<file path="src/rtl/vga_timing_gen_if.sv">
// Pixel request bus between the raster timing generator (master) and the frame source (slave).
// The source answers each request with pix_* exactly one cycle later.
interface vga_timing_gen_if;
  logic       req_valid;
  logic [9:0] req_x;
  logic [9:0] req_y;
  logic       frame_start;
  logic [7:0] pix_r;
  logic [7:0] pix_g;
  logic [7:0] pix_b;

  modport master (
    output req_valid, req_x, req_y, frame_start,
    input  pix_r, pix_g, pix_b
  );

  modport slave (
    input  req_valid, req_x, req_y, frame_start,
    output pix_r, pix_g, pix_b
  );
endinterface

</file>
<file path="src/rtl/vga_timing_gen.sv">
// VGA raster origin: counts h/v, requests pixels by coordinate, emits registered RGB/HS/VS/BLANK_N.
// Optional colour bars are compiled in when VGA_TEST_PATTERN_EN is defined.
module vga_timing_gen #(
  parameter int unsigned H_VISIBLE = 640,
  parameter int unsigned H_FRONT   = 16,
  parameter int unsigned H_SYNC    = 96,
  parameter int unsigned H_BACK    = 48,
  parameter int unsigned V_VISIBLE = 480,
  parameter int unsigned V_FRONT   = 10,
  parameter int unsigned V_SYNC    = 2,
  parameter int unsigned V_BACK    = 33
) (
  input  logic                     VGA_CLK,
  input  logic                     reset_n,
  vga_timing_gen_if.master         req_if,
  input  logic                     pattern_en,
  output logic [7:0]               oVGA_R,
  output logic [7:0]               oVGA_G,
  output logic [7:0]               oVGA_B,
  output logic                     oVGA_HS,
  output logic                     oVGA_VS,
  output logic                     oVGA_SYNC_N,
  output logic                     oVGA_BLANK_N
);

  localparam int unsigned HTotal = H_VISIBLE + H_FRONT + H_SYNC + H_BACK;
  localparam int unsigned VTotal = V_VISIBLE + V_FRONT + V_SYNC + V_BACK;

  localparam logic [9:0] HLast   = 10'(HTotal - 1);
  localparam logic [9:0] VLast   = 10'(VTotal - 1);
  localparam logic [9:0] HVis    = 10'(H_VISIBLE);
  localparam logic [9:0] VVis    = 10'(V_VISIBLE);
  localparam logic [9:0] HSyncLo = 10'(H_VISIBLE + H_FRONT);
  localparam logic [9:0] HSyncHi = 10'(H_VISIBLE + H_FRONT + H_SYNC);
  localparam logic [9:0] VSyncLo = 10'(V_VISIBLE + V_FRONT);
  localparam logic [9:0] VSyncHi = 10'(V_VISIBLE + V_FRONT + V_SYNC);

  // Stage 0: counters and request/raw-timing registers
  logic [9:0] h_q, h_d, v_q, v_d;
  logic       req_valid_q, req_valid_d;
  logic [9:0] req_x_q, req_x_d, req_y_q, req_y_d;
  logic       frame_start_q, frame_start_d;
  logic       hs0_q, hs0_d, vs0_q, vs0_d;
  // Stage 1: timing delayed to line up with the source's pixel
  logic       hs1_q, vs1_q, blank1_q;
  // Stage 2: output registers
  logic [7:0] r_q, r_d, g_q, g_d, b_q, b_d;
  logic       hs2_q, vs2_q, blank2_q;

  always_comb begin
    h_d = h_q + 10'd1;
    v_d = v_q;
    if (h_q == HLast) begin
      h_d = '0;
      v_d = (v_q == VLast) ? '0 : v_q + 10'd1;
    end
    req_valid_d   = (h_d < HVis) && (v_d < VVis);
    req_x_d       = req_valid_d ? h_d : '0;
    req_y_d       = req_valid_d ? v_d : '0;
    frame_start_d = (h_d == '0) && (v_d == '0);
    hs0_d         = !((h_d >= HSyncLo) && (h_d < HSyncHi));
    vs0_d         = !((v_d >= VSyncLo) && (v_d < VSyncHi));
  end

`ifdef VGA_TEST_PATTERN_EN
  localparam logic [9:0] BarW = 10'(H_VISIBLE / 8);

  logic       pat_q, pat_d;
  logic       pat1_q;
  logic [2:0] bar1_q, bar1_d;

  always_comb begin
    // Latched on the edge that enters (0,0) so a whole frame sees one mode
    pat_d  = frame_start_d ? pattern_en : pat_q;
    bar1_d = 3'(req_x_q / BarW);
  end

  always_comb begin
    r_d = '0;
    g_d = '0;
    b_d = '0;
    if (blank1_q) begin
      if (pat1_q) begin
        // Bar index bits map straight onto missing primaries: W,Y,C,G,M,R,B,K
        r_d = {8{!bar1_q[1]}};
        g_d = {8{!bar1_q[2]}};
        b_d = {8{!bar1_q[0]}};
      end else begin
        r_d = req_if.pix_r;
        g_d = req_if.pix_g;
        b_d = req_if.pix_b;
      end
    end
  end

  always_ff @(posedge VGA_CLK or negedge reset_n) begin
    if (!reset_n) begin
      pat_q  <= 1'b0;
      pat1_q <= 1'b0;
      bar1_q <= '0;
    end else begin
      pat_q  <= pat_d;
      pat1_q <= pat_q;
      bar1_q <= bar1_d;
    end
  end
`else
  logic unused_pattern_en;
  assign unused_pattern_en = pattern_en;

  always_comb begin
    r_d = '0;
    g_d = '0;
    b_d = '0;
    if (blank1_q) begin
      r_d = req_if.pix_r;
      g_d = req_if.pix_g;
      b_d = req_if.pix_b;
    end
  end
`endif

  always_ff @(posedge VGA_CLK or negedge reset_n) begin
    if (!reset_n) begin
      h_q           <= HLast;
      v_q           <= VLast;
      req_valid_q   <= 1'b0;
      req_x_q       <= '0;
      req_y_q       <= '0;
      frame_start_q <= 1'b0;
      hs0_q         <= 1'b1;
      vs0_q         <= 1'b1;
      hs1_q         <= 1'b1;
      vs1_q         <= 1'b1;
      blank1_q      <= 1'b0;
      r_q           <= '0;
      g_q           <= '0;
      b_q           <= '0;
      hs2_q         <= 1'b1;
      vs2_q         <= 1'b1;
      blank2_q      <= 1'b0;
    end else begin
      h_q           <= h_d;
      v_q           <= v_d;
      req_valid_q   <= req_valid_d;
      req_x_q       <= req_x_d;
      req_y_q       <= req_y_d;
      frame_start_q <= frame_start_d;
      hs0_q         <= hs0_d;
      vs0_q         <= vs0_d;
      hs1_q         <= hs0_q;
      vs1_q         <= vs0_q;
      blank1_q      <= req_valid_q;
      r_q           <= r_d;
      g_q           <= g_d;
      b_q           <= b_d;
      hs2_q         <= hs1_q;
      vs2_q         <= vs1_q;
      blank2_q      <= blank1_q;
    end
  end

  assign req_if.req_valid   = req_valid_q;
  assign req_if.req_x       = req_x_q;
  assign req_if.req_y       = req_y_q;
  assign req_if.frame_start = frame_start_q;

  assign oVGA_R       = r_q;
  assign oVGA_G       = g_q;
  assign oVGA_B       = b_q;
  assign oVGA_HS      = hs2_q;
  assign oVGA_VS      = vs2_q;
  assign oVGA_SYNC_N  = 1'b0;
  assign oVGA_BLANK_N = blank2_q;

endmodule

</file>
<file path="src/flat_wrapper.sv">
// flat-port wrapper written by rule: the top's interface ports become plain ports
module vga_timing_gen_flat 
#(
  parameter int unsigned H_VISIBLE = 640,
  parameter int unsigned H_FRONT   = 16,
  parameter int unsigned H_SYNC    = 96,
  parameter int unsigned H_BACK    = 48,
  parameter int unsigned V_VISIBLE = 480,
  parameter int unsigned V_FRONT   = 10,
  parameter int unsigned V_SYNC    = 2,
  parameter int unsigned V_BACK    = 33
)
  (VGA_CLK, reset_n, pattern_en, oVGA_R, oVGA_G, oVGA_B, oVGA_HS, oVGA_VS, oVGA_SYNC_N, oVGA_BLANK_N, req_if_req_valid, req_if_req_x, req_if_req_y, req_if_frame_start, req_if_pix_r, req_if_pix_g, req_if_pix_b);
  vga_timing_gen_if req_if_i ();
  input  logic VGA_CLK;
  input  logic reset_n;
  input  logic pattern_en;
  output logic [7:0] oVGA_R;
  output logic [7:0] oVGA_G;
  output logic [7:0] oVGA_B;
  output logic oVGA_HS;
  output logic oVGA_VS;
  output logic oVGA_SYNC_N;
  output logic oVGA_BLANK_N;
  output wire logic [$bits(req_if_i.req_valid)-1:0] req_if_req_valid;
  output wire logic [$bits(req_if_i.req_x)-1:0] req_if_req_x;
  output wire logic [$bits(req_if_i.req_y)-1:0] req_if_req_y;
  output wire logic [$bits(req_if_i.frame_start)-1:0] req_if_frame_start;
  input wire logic [$bits(req_if_i.pix_r)-1:0] req_if_pix_r;
  input wire logic [$bits(req_if_i.pix_g)-1:0] req_if_pix_g;
  input wire logic [$bits(req_if_i.pix_b)-1:0] req_if_pix_b;
  assign req_if_req_valid = req_if_i.req_valid;
  assign req_if_req_x = req_if_i.req_x;
  assign req_if_req_y = req_if_i.req_y;
  assign req_if_frame_start = req_if_i.frame_start;
  assign req_if_i.pix_r = req_if_pix_r;
  assign req_if_i.pix_g = req_if_pix_g;
  assign req_if_i.pix_b = req_if_pix_b;
  vga_timing_gen #(.H_VISIBLE(H_VISIBLE), .H_FRONT(H_FRONT), .H_SYNC(H_SYNC), .H_BACK(H_BACK), .V_VISIBLE(V_VISIBLE), .V_FRONT(V_FRONT), .V_SYNC(V_SYNC), .V_BACK(V_BACK)) u_core (.VGA_CLK(VGA_CLK), .reset_n(reset_n), .req_if(req_if_i), .pattern_en(pattern_en), .oVGA_R(oVGA_R), .oVGA_G(oVGA_G), .oVGA_B(oVGA_B), .oVGA_HS(oVGA_HS), .oVGA_VS(oVGA_VS), .oVGA_SYNC_N(oVGA_SYNC_N), .oVGA_BLANK_N(oVGA_BLANK_N));
endmodule
</file>
<file path="config.mk">
export PLATFORM = sky130hd
export DESIGN_NAME = vga_timing_gen_flat
export DESIGN_NICKNAME = d
export VERILOG_FILES = /design/src/rtl/vga_timing_gen_if.sv /design/src/rtl/vga_timing_gen.sv /design/src/flat_wrapper.sv
export SDC_FILE = /design/constraint.sdc
export NUM_CORES = 1
export LEC_CHECK = 0
export CORE_AREA = 2 2 81 83
export CTS_BUF_LIST = sky130_fd_sc_hd__clkbuf_4
export DETAILED_ROUTE_END_ITERATION = 6
export DIE_AREA = 0 0 83 85
export PLACE_DENSITY = 0.81
export SETUP_SLACK_MARGIN = 0.3
export SLEW_MARGIN = 20
export SYNTH_ARGS = -nofsm -noshare
export SYNTH_HDL_FRONTEND = slang
export SYNTH_SLANG_ARGS = --single-unit
</file>
<file path="constraint.sdc">
create_clock -name VGA_CLK -period 3.2 [get_ports VGA_CLK]
set_input_delay 0.64 -clock VGA_CLK [delete_from_list [all_inputs] [get_ports VGA_CLK]]
set_output_delay 0.64 -clock VGA_CLK [all_outputs]
set_load 0.05 [all_outputs]
</file>
Word-level counts from Yosys, hierarchy flattened
Cells that the tools add are included.
{ "op_classes": {"reduce_logical": 8, "mux": 8, "eq_ne": 2, "n_addsub": 2, "n_lt_le_gt_ge": 6} }
{ "op_table": {"columns": ["op", "count"], "rows": [
  ["$mux 10", 5],
  ["$mux 8", 3],
  ["$add 10x1->10 const B", 2],
  ["$eq 10x10->1 const B", 2],
  ["$logic_not 10->1", 2],
  ["$lt 10x10->1 const B", 2],
  ["$lt 10x9->1 const B", 2],
  ["$ge 10x10->1 const B", 1],
  ["$ge 10x9->1 const B", 1],
  ["$logic_and 1x1->1", 4],
  ["$logic_not 1->1", 2]
]} }
{ "totals": {"ff_bits": 74, "inputBits": 27, "word_cells": 43} }

Depth between registers and ports, before layout
{ "depth": {"word_depth": 6, "depth_mapped": 9, "mapped_depth_nobuf": 9} }

Worst setup path after synthesis
OpenSTA, ideal clock, no wires.
{ "synth_path": {"path_type": "reg-to-reg", "startpoint": "reg u_core.h_q[0]", "endpoint": "reg u_core.req_x_q[0] (netlist: u_core.req_if.req_x[0])", "arrival_time_ns": 2.510, "setup_slack_ns": 0.556, "synth_period_minus_slack_ns": 2.644, "setup_ns": 0.134, "path_stages_with_launch": 10, "t_required_ns": 3.066, "cell_sequence": "dfstp_2 -> ha_1 -> nand4_4 -> or4_4 -> buf_6 -> nor4_4 -> o21ai_2 -> o221ai_4 -> buf_4 -> nor3_1"} }
{ "synth_via": {"elab_chain_len": 5, "word_cells_on_any_way": 8} }
{ "synth_rtl": {"columns": ["item", "line", "source"], "rows": [
  ["start: declaration", "vga_timing_gen.sv:39", "logic [9:0] h_q, h_d, v_q, v_d;"],
  ["start signal: assignment", "vga_timing_gen.sv:125", "h_q <= HLast;"],
  ["$add 10x1->10 or $eq 10x10->1 (tied branches)", "vga_timing_gen.sv:51, vga_timing_gen.sv:53", null],
  ["$mux 10", "vga_timing_gen.sv:53", "if (h_q == HLast) begin"],
  ["$lt 10x10->1 or $lt 10x9->1 (tied branches)", "vga_timing_gen.sv:57", "req_valid_d = (h_d < HVis) && (v_d < VVis);"],
  ["$logic_and 1x1->1", "vga_timing_gen.sv:57", null],
  ["$mux 10 *", "vga_timing_gen.sv:58", "req_x_d = req_valid_d ? h_d : '0;"],
  ["net u_core.req_x_d[0]", "vga_timing_gen.sv:41", "logic [9:0] req_x_q, req_x_d, req_y_q, req_y_d;"],
  ["end signal: assignment", "vga_timing_gen.sv:146", "req_x_q <= req_x_d;"],
  ["end: declaration", "vga_timing_gen.sv:41", null]
]} }
The timed path passes the listed nets; every way through them passes the cells marked *.

Worst setup path after layout
{ "layout_path": {"startpoint": "reg u_core.h_q[0]", "endpoint": "reg u_core.vs0_q"} }
{ "layout_via": {"elab_chain_len": 5, "word_cells_on_any_way": 6} }
{ "layout_rtl": {"columns": ["item", "line", "source"], "rows": [
  ["$eq 10x10->1 *", "vga_timing_gen.sv:53", null],
  ["$mux 10 *", "vga_timing_gen.sv:53", null],
  ["$ge 10x9->1 or $lt 10x9->1 (tied branches)", "vga_timing_gen.sv:62", "vs0_d = !((v_d >= VSyncLo) && (v_d < VSyncHi));"],
  ["$logic_and 1x1->1 *", "vga_timing_gen.sv:62", null],
  ["$logic_not 1->1 *", "vga_timing_gen.sv:62", null],
  ["net u_core.vs0_d", "vga_timing_gen.sv:43", "logic hs0_q, hs0_d, vs0_q, vs0_d;"],
  ["end signal: assignment", "vga_timing_gen.sv:150", "vs0_q <= vs0_d;"],
  ["end: declaration", "vga_timing_gen.sv:43", null]
]} }
Marks and branches as above.

==> flow_summary.toml <==
[timing]
slew_violations = 0
finalCriticalPeriod_ns = 2.70
hold_viol_final = 0
worst_slew_pin_slew_ns = 0.798
finalWorstSetupSlack_ns = 0.495
fmax_mhz = 370
setup_viol_count_final = 0
rsz0062_at_grt = "false"
max-slew-margin-rel = 0.465
fin_crit_sh = 0.845
tns_ns = 0
fin_skew_ns = 0.00883

[place]
post_dp_cell_area_sq_mm = 0.00382
place_hpwl_microns = 4160
dp_cells = 400
numPortBuffers = 74
preCtsSetupSlack_ns = 0.361
place_congestion = 0.897

[cells_and_area]
area_growth_pct = 31.5
fin_nets = 365
postLayoutCellArea_sq_mm = 0.00398
final_core_util = 0.642
num_antenna_cells = 0
instances_no_fill = 417
layout-drive-gt1-share = 0.150

[global_route]
grt_usage = 0.180
grt_pass1_wl_microns = 10000
overflow = 0
grt_antenna_before_repair = 0
grt_pass1_vias = 2135
grt_start_max_net_pins = 32

[logic_synthesis]
synth-edff-count = 0
synthesis.area_sq_mm = 0.00303
synthMuxAreaShare = 0.00743
synthTopCellsByArea = "dfrtp_1 (48%), dfstp_2 (14%), and2_1 (5.4%), nor2_1 (2.5%), xor2_1 (2.0%)"
yosysSeqAreaShare = 0.618
synthCells = 256
synth_common_cells = "dfrtp_1 (58), and2_1 (26), nor2_1 (20), dfstp_2 (16), nand2_1 (15)"
synth_compound_area_frac = 0.0566
async_reset_ff_frac = 1.00
ys_ff_latch = 74
synth_flop_cell = "dfrtp_1"
synth_top_family_by_area = "simple AND/OR/NAND/NOR gates"
synth.most_common_cell = "dfrtp_1"
yosys.area.top_type = "dfrtp_1"
ys_types = 47
yosysTopAreaCellShare = 0.479
synthAdderAreaFrac = 0.0124
synth_xor_area_frac = 0.0347
avgSynthCellArea_sq_um = 11.8
synthSimpleGateAreaFrac = 0.227
yosys_warnings = 0

[worst_setup_path]
path_class = "reg -> reg"
crit_family = "simple AND/OR/NAND/NOR gates"
cp_max_fo = 8
crit_path_end_kind = "flop"
critPathLaunchType = "flop"
slowest_stage = "or4_4"
crit_path_max_incr_delay_ns = 0.62
cp_data_arrival_time_ns = 3.05
reg2reg_slack_ns = 0.50
path_cells = "ha_2 > nand4_4 > or4_4 > nor4_4 > o21ai_2 > or4_1"
crit_required_ns = 3.54
cp_num_buf_inv = 0

[routing]
drt-pass1-iter-count = 4
routed_wl_microns = 5890
dr.first_iter.drc_count = 82
viasPerCell = 5.12
avgRoutedWirePerCell_microns = 14.1
dr_total_vias = 2135
drc = 0
drtAntennaViolNets = 0

[floorplanning]
io_pins = 77
dieHeight_microns = 85
rows = 29
die-area_sq_mm = 0.00706
die_w_microns = 83
start_util = 0.488
fp.coreArea_sq_mm = 0.00620

[power]
max-vdd-ir-drop_mv = 0.253
power_density_mw_per_mm2 = 423
cellLeakagePower_nw = 1.68

[outcome]
status = "completed"

[flow_run]
max_cap_viol_count = 0

[min_path]
hold_class = "in -> async"

[clocking]
numCtsBuffers = 9
cts.path.max_buffers = 2
ctsHtreeMaxLevel = 3
clk_latency_ns = 0.41
cts_tree = "yes"
cts_root_buf = "clkbuf_4"
cts.clk_slew.worst_paths_ns = 0.12
cts_num_sinks = 74
per-layer routing:
metal,track usage,part of all wire,vias to the layer above
met2,0.279,0.45,96
met4,0.0999,0.024,0
met5,0,0,-
met3,0.0486,0.076,13
met1,0.230,0.45,998
li1,-,-,1028
logic make-up after synthesis:
group	count (synthesis)
fa+ha+maj	3
compound gates	24
xor+xnor	12
simple gates	115
buf+inv	25
flops	74
other cells	1
mux	2
sequential cells by signal, indices dropped and copies added (netlist names):
register / count
u_core.req_if.req_x: 10
u_core.oVGA_B: 8
u_core.hs0_q: 1
u_core.vs0_q: 1
u_core.blank1_q: 1
u_core.req_if.frame_start: 1
u_core.req_if.req_y: 10
u_core.oVGA_R: 8
u_core.v_q: 10
u_core.oVGA_VS: 1
u_core.req_if.req_valid: 1
u_core.oVGA_BLANK_N: 1
u_core.h_q: 10
u_core.hs1_q: 1
u_core.vs1_q: 1
u_core.oVGA_HS: 1
u_core.oVGA_G: 8
area by class of cell:
type / instances / area (sq um)
Clock inverter: 5 / 55.1
Multi-Input combinational cell: 158 / 1040
Fill cell: 442 / 2220
Timing Repair Buffer: 79 / 786
Inverter: 13 / 48.8
Clock buffer: 11 / 82.6
Tap cell: 77 / 96.3
Sequential cell: 74 / 1870
stage by stage:
| step | total power (W) | hold WS, ns |
|---|---|---|
| after CTS | 0.00170 | 0.243 |
| after global placement | 0.00113 | 0.346 |
| final | 0.00168 | 0.239 |
| after floorplan | 0.00105 | 0.344 |
| after global routing | 0.00174 | 0.280 |
| after detailed placement | 0.00113 | 0.349 |
path summary, 6_finish.rpt:
| check | cells past startpoint | startpoint | endpoint |
|---|---|---|---|
| max reg2reg | 6 | u_core.h_q[0]$_DFF_PN1_ | u_core.vs0_q$_DFF_PN1_ |
| min reg2reg | 0 | u_core.hs0_q$_DFF_PN1_ | u_core.hs1_q$_DFF_PN1_ |
| max in group asynchronous | 2 | reset_n | u_core.oVGA_HS$_DFF_PN1_ |
| min | 1 | reset_n | u_core.oVGA_B[2]$_DFF_PN0_ |
| min in group VGA_CLK | 0 | u_core.hs0_q$_DFF_PN1_ | u_core.hs1_q$_DFF_PN1_ |
| max | 6 | u_core.h_q[0]$_DFF_PN1_ | u_core.vs0_q$_DFF_PN1_ |
cell usage in the layout (no fill, tap or decap), types with 2 or more instances in the layout:
cell,synthesis,layout
nor4b_1,2,2
nor2_1,20,20
nor2b_1,6,6
nand3_1,7,7
ha_1,3,2
clkdlybuf4s50_1,0,73
nand4_1,7,7
nor4_1,3,3
xnor2_1,5,5
xor2_1,7,6
clkbuf_4,0,11
inv_1,13,13
buf_4,3,4
and4_1,2,2
nor3b_1,5,5
nand2_1,15,15
mux2_2,2,2
and2_1,26,26
nor3_1,6,6
o22ai_1,4,4
o21ai_0,6,6
conb_1,1,2
dfstp_2,16,16
or4_1,3,3
dfrtp_1,58,58
or2_2,3,3
a21oi_1,5,5
worst reg2reg max path, stage by stage (launching register included):
cell	delay (ns)
dfstp_2	0.61
ha_2	0.26
nand4_4	0.17
or4_4	0.62
nor4_4	0.32
o21ai_2	0.13
or4_1	0.53
report_power, final:
| part | leakage, nW | switching [W] | internal, W |
|---|---|---|---|
| Combinational | 0.721 | 0.0000918 | 0.0000614 |
| Sequential | 0.884 | 0.00000382 | 0.000952 |
| Clock | 0.0745 | 0.000323 | 0.000254 |
repair_timing:
| action | 4_1_cts | 5_1_grt |
|---|---|---|
| setup endpoints to repair | 0 | 20 |
| hold buffers | 0 | 0 |
| setup buffers | 0 | 1 |
| hold endpoints to repair | 0 | 0 |
| resized for setup | 0 | 2 |
Note: power is estimated with default switching activity, not from simulation.
